$ cat src/rtl/branch_conditional_unit_if.sv
// Purpose: decode-side and resolution-side signal bundle for branch_conditional_unit.
// Latency: none. This is wiring only.
// Backpressure: stall_o tells the decode stage to hold, and overflow_o records any entry dropped while full.
//
// Ports carried (master = decode/retire side, slave = branch unit):
//   decode -> unit : enable_i, opcode_i, functionalUnitType_i, instructionAddress_i,
//                    instMajId_i, is64Bit_i, instructionBody_i, cr_i, flush_i,
//                    ctrLoad_i, ctrLoadValue_i
//   unit -> decode : stall_o, overflow_o, resolveValid_o, resolveMajId_o, taken_o,
//                    target_o, lrWrite_o, ctr_o, lr_o
// instructionBody_i uses big-endian bit numbering ([0] is the MSB) to match the ISA fields.
interface branch_conditional_unit_if #(
    parameter int addressWidth            = 64,
    parameter int instructionCounterWidth = 64,
    parameter int opcodeSize              = 12,
    parameter int funcUnitCodeSize        = 3,
    parameter int bodyWidth               = 28
);
    logic                               enable_i;
    logic [opcodeSize-1:0]              opcode_i;
    logic [funcUnitCodeSize-1:0]        functionalUnitType_i;
    logic [addressWidth-1:0]            instructionAddress_i;
    logic [instructionCounterWidth-1:0] instMajId_i;
    logic                               is64Bit_i;
    logic [0:bodyWidth-1]               instructionBody_i;
    logic [31:0]                        cr_i;
    logic                               flush_i;
    logic                               ctrLoad_i;
    logic [addressWidth-1:0]            ctrLoadValue_i;

    logic                               stall_o;
    logic                               overflow_o;
    logic                               resolveValid_o;
    logic [instructionCounterWidth-1:0] resolveMajId_o;
    logic                               taken_o;
    logic [addressWidth-1:0]            target_o;
    logic                               lrWrite_o;
    logic [addressWidth-1:0]            ctr_o;
    logic [addressWidth-1:0]            lr_o;

    modport master (
        output enable_i, opcode_i, functionalUnitType_i, instructionAddress_i, instMajId_i,
               is64Bit_i, instructionBody_i, cr_i, flush_i, ctrLoad_i, ctrLoadValue_i,
        input  stall_o, overflow_o, resolveValid_o, resolveMajId_o, taken_o, target_o,
               lrWrite_o, ctr_o, lr_o
    );

    modport slave (
        input  enable_i, opcode_i, functionalUnitType_i, instructionAddress_i, instMajId_i,
               is64Bit_i, instructionBody_i, cr_i, flush_i, ctrLoad_i, ctrLoadValue_i,
        output stall_o, overflow_o, resolveValid_o, resolveMajId_o, taken_o, target_o,
               lrWrite_o, ctr_o, lr_o
    );
endinterface

$ cat src/rtl/branch_conditional_unit.sv
// Purpose: queue B-form conditional branches, resolve them against CR/CTR, and emit taken/target/LR records.
// Latency: an enqueue at edge N into an empty queue resolves at edge N+2. Throughput is one branch per 2 cycles.
// Backpressure: stall_o is asserted while the queue is full. An accepted entry that cannot be stored is dropped and sets sticky overflow_o.
//
// Ports: clock_i, reset_i (synchronous, active-high), bus (branch_conditional_unit_if.slave).
module branch_conditional_unit #(
    parameter int addressWidth            = 64,
    parameter int instructionCounterWidth = 64,
    parameter int opcodeSize              = 12,
    parameter int funcUnitCodeSize        = 3,
    parameter int BranchUnitID            = 6,
    parameter int bodyWidth               = 28,
    parameter int queueDepth              = 4
) (
    input  logic                      clock_i,
    input  logic                      reset_i,
    branch_conditional_unit_if.slave  bus
);
    localparam int PtrW  = $clog2(queueDepth);
    localparam int CntW  = PtrW + 1;
    localparam int HalfW = addressWidth / 2;

    localparam logic [0:0] S_IDLE = 1'b0;
    localparam logic [0:0] S_EXEC = 1'b1;

    typedef struct packed {
        logic [instructionCounterWidth-1:0] id;
        logic [addressWidth-1:0]            addr;
        logic                               is64;
        logic [0:bodyWidth-1]               body;
    } branch_t;

    branch_t                 queue_q [queueDepth];
    branch_t                 in_br;
    branch_t                 work_q;
    logic [PtrW-1:0]         rd_ptr_q, wr_ptr_q;
    logic [CntW-1:0]         count_q;
    logic [0:0]              state_q;
    logic                    overflow_q, resolve_vld_q, taken_q, lr_wr_q;
    logic [instructionCounterWidth-1:0] maj_id_q;
    logic [addressWidth-1:0] target_q, ctr_q, lr_q;

    // In 32-bit mode the upper half of any produced address is forced to zero.
    function automatic logic [addressWidth-1:0] mode_mask(input logic [addressWidth-1:0] a,
                                                          input logic is64);
        mode_mask = is64 ? a : {{(addressWidth-HalfW){1'b0}}, a[HalfW-1:0]};
    endfunction

    // ---------------- enqueue / dequeue control ----------------
    logic accept, full, pop, push, ovf_set;

    assign accept  = bus.enable_i
                  && (bus.functionalUnitType_i == funcUnitCodeSize'(BranchUnitID))
                  && (bus.opcode_i == opcodeSize'(25));
    assign full    = (count_q == CntW'(queueDepth));
    assign pop     = (state_q == S_IDLE) && (count_q != '0) && !bus.flush_i;
    // A full queue still takes a new entry when the head leaves in the same cycle.
    assign push    = accept && !bus.flush_i && (!full || pop);
    assign ovf_set = accept && !bus.flush_i && full && !pop;

    always_comb begin
        in_br      = '0;
        in_br.id   = bus.instMajId_i;
        in_br.addr = bus.instructionAddress_i;
        in_br.is64 = bus.is64Bit_i;
        in_br.body = bus.instructionBody_i;
    end

    // ---------------- resolution of the working register ----------------
    logic [0:3]              bo;
    logic [4:0]              bi;
    logic                    aa, lk;
    logic [addressWidth-1:0] ctr_m, exts, tgt, nia;
    logic                    ctr_nz, ctr_ok, cond_ok, taken;
    logic                    unused_bo4;

    assign bo         = work_q.body[0:3];
    assign unused_bo4 = work_q.body[4];     // branch-prediction hint, no effect here
    assign bi         = work_q.body[5:9];
    assign aa         = work_q.body[26];
    assign lk         = work_q.body[27];

    assign ctr_m   = bo[2] ? ctr_q : ctr_q - addressWidth'(1);
    assign ctr_nz  = work_q.is64 ? (|ctr_m) : (|ctr_m[31:0]);
    assign ctr_ok  = bo[2] | (ctr_nz ^ bo[3]);
    assign cond_ok = bo[0] | (bus.cr_i[bi] == bo[1]);
    assign taken   = ctr_ok & cond_ok;

    // body[10:25] is BD||00, so this is the word displacement already scaled.
    assign exts = {{(addressWidth-16){work_q.body[10]}}, work_q.body[10:25]};
    assign tgt  = mode_mask(aa ? exts : work_q.addr + exts, work_q.is64);
    assign nia  = mode_mask(work_q.addr + addressWidth'(4), work_q.is64);

    // ---------------- storage ----------------
    always_ff @(posedge clock_i) begin
        if (push) begin
            queue_q[wr_ptr_q] <= in_br;
        end
    end

    always_ff @(posedge clock_i) begin
        if (reset_i) begin
            rd_ptr_q      <= '0;
            wr_ptr_q      <= '0;
            count_q       <= '0;
            state_q       <= S_IDLE;
            work_q        <= '0;
            overflow_q    <= 1'b0;
            resolve_vld_q <= 1'b0;
            maj_id_q      <= '0;
            taken_q       <= 1'b0;
            target_q      <= '0;
            lr_wr_q       <= 1'b0;
            ctr_q         <= '0;
            lr_q          <= '0;
        end else begin
            resolve_vld_q <= 1'b0;
            if (bus.flush_i) begin
                // The branch in EXEC is killed, so no record is produced and CTR/LR keep their values.
                rd_ptr_q <= '0;
                wr_ptr_q <= '0;
                count_q  <= '0;
                state_q  <= S_IDLE;
            end else begin
                if (push) begin
                    wr_ptr_q <= wr_ptr_q + PtrW'(1);
                end
                if (pop) begin
                    work_q   <= queue_q[rd_ptr_q];
                    rd_ptr_q <= rd_ptr_q + PtrW'(1);
                    state_q  <= S_EXEC;
                end
                count_q <= count_q + CntW'(push) - CntW'(pop);
                if (state_q == S_EXEC) begin
                    state_q       <= S_IDLE;
                    resolve_vld_q <= 1'b1;
                    maj_id_q      <= work_q.id;
                    taken_q       <= taken;
                    target_q      <= taken ? tgt : nia;
                    lr_wr_q       <= lk;
                    if (!bo[2]) begin
                        ctr_q <= ctr_m;
                    end
                    if (lk) begin
                        lr_q <= nia;
                    end
                end
            end
            if (ovf_set) begin
                overflow_q <= 1'b1;
            end
            // An mtctr write wins over a decrement in the same cycle.
            if (bus.ctrLoad_i) begin
                ctr_q <= bus.ctrLoadValue_i;
            end
        end
    end

    assign bus.stall_o        = full;
    assign bus.overflow_o     = overflow_q;
    assign bus.resolveValid_o = resolve_vld_q;
    assign bus.resolveMajId_o = maj_id_q;
    assign bus.taken_o        = taken_q;
    assign bus.target_o       = target_q;
    assign bus.lrWrite_o      = lr_wr_q;
    assign bus.ctr_o          = ctr_q;
    assign bus.lr_o           = lr_q;
endmodule

$ cat src/flat_wrapper.sv
// flat-port wrapper written by rule: the top's interface ports become plain ports
module branch_conditional_unit_flat 
#(
    parameter int addressWidth            = 64,
    parameter int instructionCounterWidth = 64,
    parameter int opcodeSize              = 12,
    parameter int funcUnitCodeSize        = 3,
    parameter int BranchUnitID            = 6,
    parameter int bodyWidth               = 28,
    parameter int queueDepth              = 4
)
  (clock_i, reset_i, bus_enable_i, bus_opcode_i, bus_functionalUnitType_i, bus_instructionAddress_i, bus_instMajId_i, bus_is64Bit_i, bus_instructionBody_i, bus_cr_i, bus_flush_i, bus_ctrLoad_i, bus_ctrLoadValue_i, bus_stall_o, bus_overflow_o, bus_resolveValid_o, bus_resolveMajId_o, bus_taken_o, bus_target_o, bus_lrWrite_o, bus_ctr_o, bus_lr_o);
  branch_conditional_unit_if #(.addressWidth(addressWidth), .instructionCounterWidth(instructionCounterWidth), .opcodeSize(opcodeSize), .funcUnitCodeSize(funcUnitCodeSize), .bodyWidth(bodyWidth)) bus_i ();
  input  logic clock_i;
  input  logic reset_i;
  input wire logic [$bits(bus_i.enable_i)-1:0] bus_enable_i;
  input wire logic [$bits(bus_i.opcode_i)-1:0] bus_opcode_i;
  input wire logic [$bits(bus_i.functionalUnitType_i)-1:0] bus_functionalUnitType_i;
  input wire logic [$bits(bus_i.instructionAddress_i)-1:0] bus_instructionAddress_i;
  input wire logic [$bits(bus_i.instMajId_i)-1:0] bus_instMajId_i;
  input wire logic [$bits(bus_i.is64Bit_i)-1:0] bus_is64Bit_i;
  input wire logic [$bits(bus_i.instructionBody_i)-1:0] bus_instructionBody_i;
  input wire logic [$bits(bus_i.cr_i)-1:0] bus_cr_i;
  input wire logic [$bits(bus_i.flush_i)-1:0] bus_flush_i;
  input wire logic [$bits(bus_i.ctrLoad_i)-1:0] bus_ctrLoad_i;
  input wire logic [$bits(bus_i.ctrLoadValue_i)-1:0] bus_ctrLoadValue_i;
  output wire logic [$bits(bus_i.stall_o)-1:0] bus_stall_o;
  output wire logic [$bits(bus_i.overflow_o)-1:0] bus_overflow_o;
  output wire logic [$bits(bus_i.resolveValid_o)-1:0] bus_resolveValid_o;
  output wire logic [$bits(bus_i.resolveMajId_o)-1:0] bus_resolveMajId_o;
  output wire logic [$bits(bus_i.taken_o)-1:0] bus_taken_o;
  output wire logic [$bits(bus_i.target_o)-1:0] bus_target_o;
  output wire logic [$bits(bus_i.lrWrite_o)-1:0] bus_lrWrite_o;
  output wire logic [$bits(bus_i.ctr_o)-1:0] bus_ctr_o;
  output wire logic [$bits(bus_i.lr_o)-1:0] bus_lr_o;
  assign bus_i.enable_i = bus_enable_i;
  assign bus_i.opcode_i = bus_opcode_i;
  assign bus_i.functionalUnitType_i = bus_functionalUnitType_i;
  assign bus_i.instructionAddress_i = bus_instructionAddress_i;
  assign bus_i.instMajId_i = bus_instMajId_i;
  assign bus_i.is64Bit_i = bus_is64Bit_i;
  assign bus_i.instructionBody_i = bus_instructionBody_i;
  assign bus_i.cr_i = bus_cr_i;
  assign bus_i.flush_i = bus_flush_i;
  assign bus_i.ctrLoad_i = bus_ctrLoad_i;
  assign bus_i.ctrLoadValue_i = bus_ctrLoadValue_i;
  assign bus_stall_o = bus_i.stall_o;
  assign bus_overflow_o = bus_i.overflow_o;
  assign bus_resolveValid_o = bus_i.resolveValid_o;
  assign bus_resolveMajId_o = bus_i.resolveMajId_o;
  assign bus_taken_o = bus_i.taken_o;
  assign bus_target_o = bus_i.target_o;
  assign bus_lrWrite_o = bus_i.lrWrite_o;
  assign bus_ctr_o = bus_i.ctr_o;
  assign bus_lr_o = bus_i.lr_o;
  branch_conditional_unit #(.addressWidth(addressWidth), .instructionCounterWidth(instructionCounterWidth), .opcodeSize(opcodeSize), .funcUnitCodeSize(funcUnitCodeSize), .BranchUnitID(BranchUnitID), .bodyWidth(bodyWidth), .queueDepth(queueDepth)) u_core (.clock_i(clock_i), .reset_i(reset_i), .bus(bus_i));
endmodule
$ cat config.mk
export PLATFORM = sky130hd
export DESIGN_NAME = branch_conditional_unit_flat
export DESIGN_NICKNAME = d
export VERILOG_FILES = /design/src/rtl/branch_conditional_unit_if.sv /design/src/rtl/branch_conditional_unit.sv /design/src/flat_wrapper.sv
export SDC_FILE = /design/constraint.sdc
export NUM_CORES = 2
export LEC_CHECK = 0
export ABC_AREA = 1
export CAP_MARGIN = 40
export CORE_UTILIZATION = 35
export CTS_CLUSTER_DIAMETER = 80
export DETAILED_ROUTE_END_ITERATION = 10
export DONT_BUFFER_PORTS = 1
export PLACE_DENSITY_LB_ADDON = 0.1
export SETUP_SLACK_MARGIN = 0.05
export SYNTH_ARGS = -nofsm -noshare
export SYNTH_HDL_FRONTEND = slang
export SYNTH_SLANG_ARGS = --single-unit
$ cat constraint.sdc
create_clock -name clock_i -period 11.4 [get_ports clock_i]
set_input_delay 0.57 -clock clock_i [delete_from_list [all_inputs] [get_ports clock_i]]
set_output_delay 0.57 -clock clock_i [all_outputs]
set_load 0.02 [all_outputs]
* Word-level counts from Yosys, hierarchy flattened
Memories as Yosys holds them, arrays and structs flattened. A register that Yosys moved wholly into a read port is not among the register bits.
Index checks and enable logic that the tools add are counted.
** Operators by class
- Add/subtract/negate cells :: 7
- Multipliers :: 0
- Div/mod/pow operators :: 0
- $lt $le $gt $ge :: 1
- Eq/ne operators :: 6
- Shifts and indexed selects :: 0
- Mux-type cells :: 16
- Bitwise operators :: 6
- Reductions and logical operators :: 22
** Operators with widths (number)
- $mux W64 :: 9
- $add A64 B3 Y64 const B :: 1
- $add A64 B64 Y64 :: 1
- $reduce_or A64 Y1 :: 1
- $sub A64 B1 Y64 const B :: 1
- $reduce_or A32 Y1 :: 1
- $eq A12 B5 Y1 const B :: 1
- $logic_and A1 B1 Y1 :: 8
- $eq A3 B3 Y1 const B :: 2
- $lt A5 B6 Y1 const B :: 1
- $mux W1 :: 6
- $reduce_and A3 Y1 :: 2
- $bmux W1 S5 :: 1
- $add A2 B1 Y2 const B :: 2
- $reduce_and A2 Y1 :: 2
- $add A3 B1 Y3 :: 1
- $logic_not A1 Y1 :: 3
- $reduce_bool A3 Y1 :: 1
- $reduce_or A3 Y1 :: 1
- $sub A3 B1 Y3 :: 1
- $ne A2 B1 Y1 const B :: 1
- $ne A2 B2 Y1 const B :: 1
- $not A1 Y1 :: 2
- $or A1 B1 Y1 :: 2
- other kinds (6) :: 6
** Word-level totals
- Register bits after elaboration :: 268
- Bits in latches :: 0
- RAM bits :: 628
- Memory bits (read-only) :: 0
- Input bits :: 273
- Output and inout bits :: 261
- Word-level logic and storage cells :: 71
- Memories :: 1
** Memory list
- u_core.queue_q :: words 4, width 157, read ports 1, clocked after memory_dff 1, write ports 1, RTL line branch_conditional_unit.sv:33 : branch_t queue_q [queueDepth];

* Depth between registers and ports, before layout
- Depth after elaboration :: 8
- Depth in mapped cells :: 26
- Gate-level depth less buffers :: 24

* Least setup slack after synthesis
OpenSTA, ideal clock, no wires.
- Path type :: in2reg
- Start :: in bus_opcode_i[7]
- End :: mem u_core.queue_q[0][0] (netlist name), enable pin
- Setup time :: 675 ps
- Data arrival time :: 8011 ps
- Data required time :: 10725 ps
- Slack :: 2715 ps
- Cell stages on the path :: 4
- Path buffers :: 0
- Path through :: or4_1 -> nor2_1 -> nand4_1 -> nor2_1
** Between the ends
- Cells in the longest elaborated chain, start to end :: 6
** RTL lines
- from (decl) :: RTL line flat_wrapper.sv:17 : input wire logic [$bits(bus_i.opcode_i)-1:0] bus_opcode_i;
- $eq A12 B5 Y1 :: RTL line branch_conditional_unit.sv:54 : && (bus.opcode_i == opcodeSize'(25));
- $logic_and A1 B1 Y1 :: RTL line branch_conditional_unit.sv:54
- $logic_and A1 B1 Y1 (2 in a row) :: RTL line branch_conditional_unit.sv:58 : assign push = accept && !bus.flush_i && (!full || pop);
- $mux W1 :: RTL line branch_conditional_unit.sv:96 : if (push) begin
- $mux W1 (not written as such) :: RTL line branch_conditional_unit.sv:97 : queue_q[wr_ptr_q] <= in_br;
- to (decl) :: RTL line branch_conditional_unit.sv:33
Every way passes these cells.

* Worst setup path after layout
- Start :: reg u_core.ctr_q[1] (netlist: u_core.bus.ctr_o[1])
- End :: reg u_core.target_q[61] (netlist: u_core.bus.target_o[61])
** Between the ends
- Cells in the longest elaborated chain, start to end :: 8
- Elaborated cells on any way between the ends :: 9
- Those cells by class :: add/sub: 1; mux: 3; bitwise: 3; reduce/logical: 2
** RTL lines
- from (decl) :: RTL line branch_conditional_unit.sv:41 : logic [addressWidth-1:0] target_q, ctr_q, lr_q;
- from (signal assigned) :: RTL line branch_conditional_unit.sv:142 : ctr_q <= ctr_m;
- from (signal assigned) :: RTL line branch_conditional_unit.sv:154 : ctr_q <= bus.ctrLoadValue_i;
- $sub A64 B1 Y64 :: RTL line branch_conditional_unit.sv:83 : assign ctr_m = bo[2] ? ctr_q : ctr_q - addressWidth'(1);
- $mux W64 * :: RTL line branch_conditional_unit.sv:83
- $reduce_or A64 Y1 or $reduce_or A32 Y1 (tied branches) :: RTL line branch_conditional_unit.sv:84 : assign ctr_nz = work_q.is64 ? (|ctr_m) : (|ctr_m[31:0]);
- $mux W1 * :: RTL line branch_conditional_unit.sv:84
- $xor A1 B1 Y1 * :: RTL line branch_conditional_unit.sv:85 : assign ctr_ok = bo[2] | (ctr_nz ^ bo[3]);
- $or A1 B1 Y1 * :: RTL line branch_conditional_unit.sv:85
- $and A1 B1 Y1 * :: RTL line branch_conditional_unit.sv:87 : assign taken = ctr_ok & cond_ok;
- $mux W64 * :: RTL line branch_conditional_unit.sv:139 : target_q <= taken ? tgt : nia;
- to (signal assigned) :: RTL line branch_conditional_unit.sv:139
- to (decl) :: RTL line branch_conditional_unit.sv:41
Mark *: on every way between the ends. The rest lies on a longest branch, timed or not.
A chain may end at the register's enable or synchronous reset.

==> impl_summary.log <==
INFO  metric timing.reg2reg.setup_slack = 6.80 ns
INFO  metric design.die.area = 142400 µm²
INFO  metric ir_drop_worst_vdd = 0.0001421 V
INFO  metric vias_in_the_first_global_route = 38394
INFO  metric period_utilization_post_route = 40.38%
INFO  metric holdCritPathClass = input port to flip-flop
INFO  metric fin_setup_tns = 0 ns
INFO  metric fp.dieW = 377.4 µm
INFO  metric post_synth_num_cell_types = 55
INFO  metric fraction_of_final_layout_cells_sized_beyond_drive_strength_1 = 6.701%
INFO  metric synth-warning-count = 0
INFO  metric synth_top_cells_by_area = edfxtp_1 38%, dfxtp_1 17%, nor2_1 8.7%, o21ai_0 7.1%, nand2_1 6.5%
INFO  metric static_leakage = 21.72 nW
INFO  metric synthCells = 5700
INFO  metric max_stage_delay = 0.58 ns
INFO  metric post_synth_most_frequent_cells = 1144 x nor2_1, 853 x nand2_1, 698 x o21ai_0
INFO  metric outcome = completed
INFO  metric dominantRegCellSynth = edfxtp_1
INFO  metric edff_count_synth = 624
INFO  metric htree_num_levels = 3
INFO  metric final_util = 41.38%
INFO  metric placement_rows = 137
INFO  metric tightest_slew = 0.9991 ns
INFO  metric die_h = 377.4 µm
INFO  metric clkSinkCount = 1048
INFO  metric synth-async-reset-ratio = 0%
INFO  metric synth_mux_area_share = 0%
INFO  metric first_pass_iters = 6
INFO  metric tritoncts = yes
INFO  metric critical_path_source_type = flip-flop
INFO  metric deepest_clock_path_buffer_count = 3
INFO  metric timing.final.ws_setup = 6.796 ns
INFO  metric nets_finish = 6183
INFO  metric postCtsSetupRepairBufs = 0
INFO  metric grt_antenna_before_repair = 38
INFO  metric final_gp_congestion = 0.9683
INFO  metric grt-ovfl-total = 0
INFO  metric cts_buffers = 116
INFO  metric fmaxAchievable = 0.2172 GHz
INFO  metric synth_top_family_by_area = simple AND/OR/NAND/NOR gates
INFO  metric first_pass_grt_wire_length = 252.3 mm
INFO  metric setup_viol_count_final = 0
INFO  metric dp_hpwl = 115.3 mm
INFO  metric detail_route.wirelength = 171.7 mm
INFO  metric path_class = flip-flop to flip-flop
INFO  metric vias = 40372
INFO  metric final_max_slew_viol_count = 0
INFO  metric track_usage = 23.56%
INFO  metric layout.filler_cells = 14001
INFO  metric synth.ff_latch_count = 1048
INFO  metric ys_seq_area_share = 55.20%
INFO  metric power-per-cell-area = 142.0 nW/µm²
INFO  metric r2r_start = u_core.bus.ctr_o[1]$_SDFFE_PP0P_
INFO  metric clock_transition_at_the_register_clock_pins_on_the_worst_setup_and_hold_paths_after_cts = 0.06 ns
INFO  metric layout_overhead_on_the_synthesized_area = 17.22%
INFO  metric clockRootBuffer = clkbuf_16
INFO  metric yosys.area_share.simple = 22.21%
INFO  metric min_clock_period_post_route = 4.604 ns
INFO  metric grt_max_degree = 149
INFO  metric dp_worst_setup_slack = 6.897 ns
INFO  metric fin_worst_skew = 0.07329 ns
INFO  metric drc_viols = 0
INFO  metric post_synth_xor_area_fraction = 1.580%
INFO  metric post_drt_wl_per_cell = 21.94 µm
INFO  metric remaining_max_slew_budget_at_the_tightest_pin = 33.39%
INFO  metric cp-end-kind = flip-flop
INFO  metric final_cell_area = 57820 µm²
INFO  metric ant_nets = 0
INFO  metric final_count_of_hold_timing_violations = 0
INFO  metric detailedRoute.firstIterationViolations = 2918
INFO  metric post-synth-top-area-fraction = 37.99%
INFO  metric core-area = 139700 µm²
INFO  metric io_pins = 534
INFO  metric initial_utilization = 35.31%
INFO  metric critical_path_peak_fanout = 65
INFO  metric synth_area_per_cell = 8.653 µm²
INFO  metric required = 11.99 ns
INFO  metric cells_traversed_along_the_worst_timing_path = inv_1, ha_1, nand2_1, nor2_4, nand3_2, nor2_4, xnor2_1, nand2_1, nor3_1, nand3_1, nor2_1, nand3_1, nand3_2, buf_4, nand2_4, buf_16, nand3_1, nand3_1, nand2_1, inv_1
INFO  metric clk_lat_worst_skew = 0.76 ns
INFO  metric rsz_0062_raised_after_global_routing = no
INFO  metric synth_fp_nets = 6046
INFO  metric synth.most_common_cell = nor2_1
INFO  metric crit_path_frequent_cell = nand3_1
INFO  metric port_buffers = 0
INFO  metric avgViaCountPerCell = 5.159
INFO  metric drv_cap = 0
INFO  metric synth-adder-area-share = 1.882%
INFO  metric holdCritStartpoint = bus_ctrLoadValue_i[14]
INFO  metric worstPathArrival = 5.20 ns
INFO  metric synthDominantAreaCellType = edfxtp_1
INFO  metric cp_slowest_cell = buf_4
INFO  metric crit_start = u_core.bus.ctr_o[1]$_SDFFE_PP0P_
INFO  metric synth_compound_gate_area_share = 13.11%
INFO  metric syn-cell-area = 49320 µm²
INFO  metric post_dp_cell_area = 51330 µm²
## power breakdown
part | leakage (nW) | total, W | internal [W] | switching (W)
clock network | 1.95 | 0.00385 | 0.00225 | 0.00160
logic | 10.7 | 0.000302 | 0.000116 | 0.000186
registers | 9.03 | 0.00406 | 0.00402 | 0.0000418
total | 21.7 | 0.00821 | 0.00638 | 0.00182
## registers in the layout, summed over array words and instances, names as in the netlist, 3 cells and up
| register | count |
|---|---|
| u_core.bus.ctr_o | 64 |
| u_core.queue_q | 624 |
| u_core.exts | 16 |
| u_core.bi | 5 |
| u_core.bus.target_o | 64 |
| u_core.work_q | 129 |
| u_core.bus.lr_o | 64 |
| u_core.bo | 4 |
| u_core.count_q | 3 |
| u_core.bus.resolveMajId_o | 64 |
## per-stage QoR
stage,hold WS (ns),total power [W],instances
after floorplan,0.4259,0.004286,5700
after global placement,0.4631,0.004332,7331
after detailed placement,0.4618,0.004336,7350
after CTS,0.007048,0.008312,7815
after global routing,0.01248,0.008480,7821
final,0.05070,0.008208,7826
## layer usage
layer	GRT usage (%)	routed length [µm]
met2	37.33	76850
met3	4.361	10360
met4	5.630	3954
met5	0	274
met1	33.08	80260
## placed cells by master, fill, tap and decap left out, types with 17 or more instances in the layout
cell	instances
nand3_1	212
o21bai_1	32
nand3_2	53
nor3_1	82
o21ai_0	698
dlygate4sd3_1	243
ha_1	71
dfxtp_1	421
edfxtp_1	624
clkinv_2	26
a21oi_1	160
clkbuf_16	118
xnor2_1	38
nand4_1	106
or2_2	24
nand2_1	852
clkbuf_1	29
a31oi_1	234
clkbuf_8	17
inv_1	448
xor2_1	51
buf_4	45
nor2_1	1138
nor2_4	19
## final cells by class
cell class / count / area (µm²) / share of cell area [%]
clock buffer: 164 / 3296 / 5.700
inverter: 457 / 1740 / 3.010
tap: 1876 / 2347 / 4.060
antenna: 11 / 27.53 / 0.04761
sequential: 1048 / 27230 / 47.11
timing repair buffer: 311 / 3274 / 5.664
multi-input combinational: 3903 / 19210 / 33.22
clock inverter: 56 / 686.9 / 1.188
## kinds of logic (layout without fill, tap and decap cells)
logic type                 Yosys count  in the layout
AOI/OAI and AO/OA                 1186           1186
xor gates and xnor gates            89             89
adders and majority gates           73             73
buffers and inverters              749            988
DFF                               1048           1048
other                                0             11
and+or+nand+nor                   2555           2555
## critical path, delay by kind of cell, from the launching register on
| kind | cells | cell delay (ns) |
|---|---|---|
| flip-flops | 1 | 0.46 |
| adder cells (fa/ha/maj) | 1 | 0.24 |
| AND/OR/NAND/NOR | 14 | 2.34 |
| buffers and inverters | 4 | 1.10 |
| XOR/XNOR | 1 | 0.18 |
## worst paths after layout
check	depth (start not counted)	endpoint
min	2	u_core.bus.ctr_o[14]$_SDFFE_PP0P_
max	20	u_core.bus.target_o[61]$_SDFFE_PP0P_
min reg2reg	2	u_core.bus.resolveMajId_o[39]$_SDFFE_PP0P_
max reg2reg	20	u_core.bus.target_o[61]$_SDFFE_PP0P_
## repair_timing
action                    4_1_cts  5_1_grt
hold buffers                  245        0
hold endpoints to repair      710        0
resized for setup               0        0
Note: power is estimated with default switching activity, not from simulation.
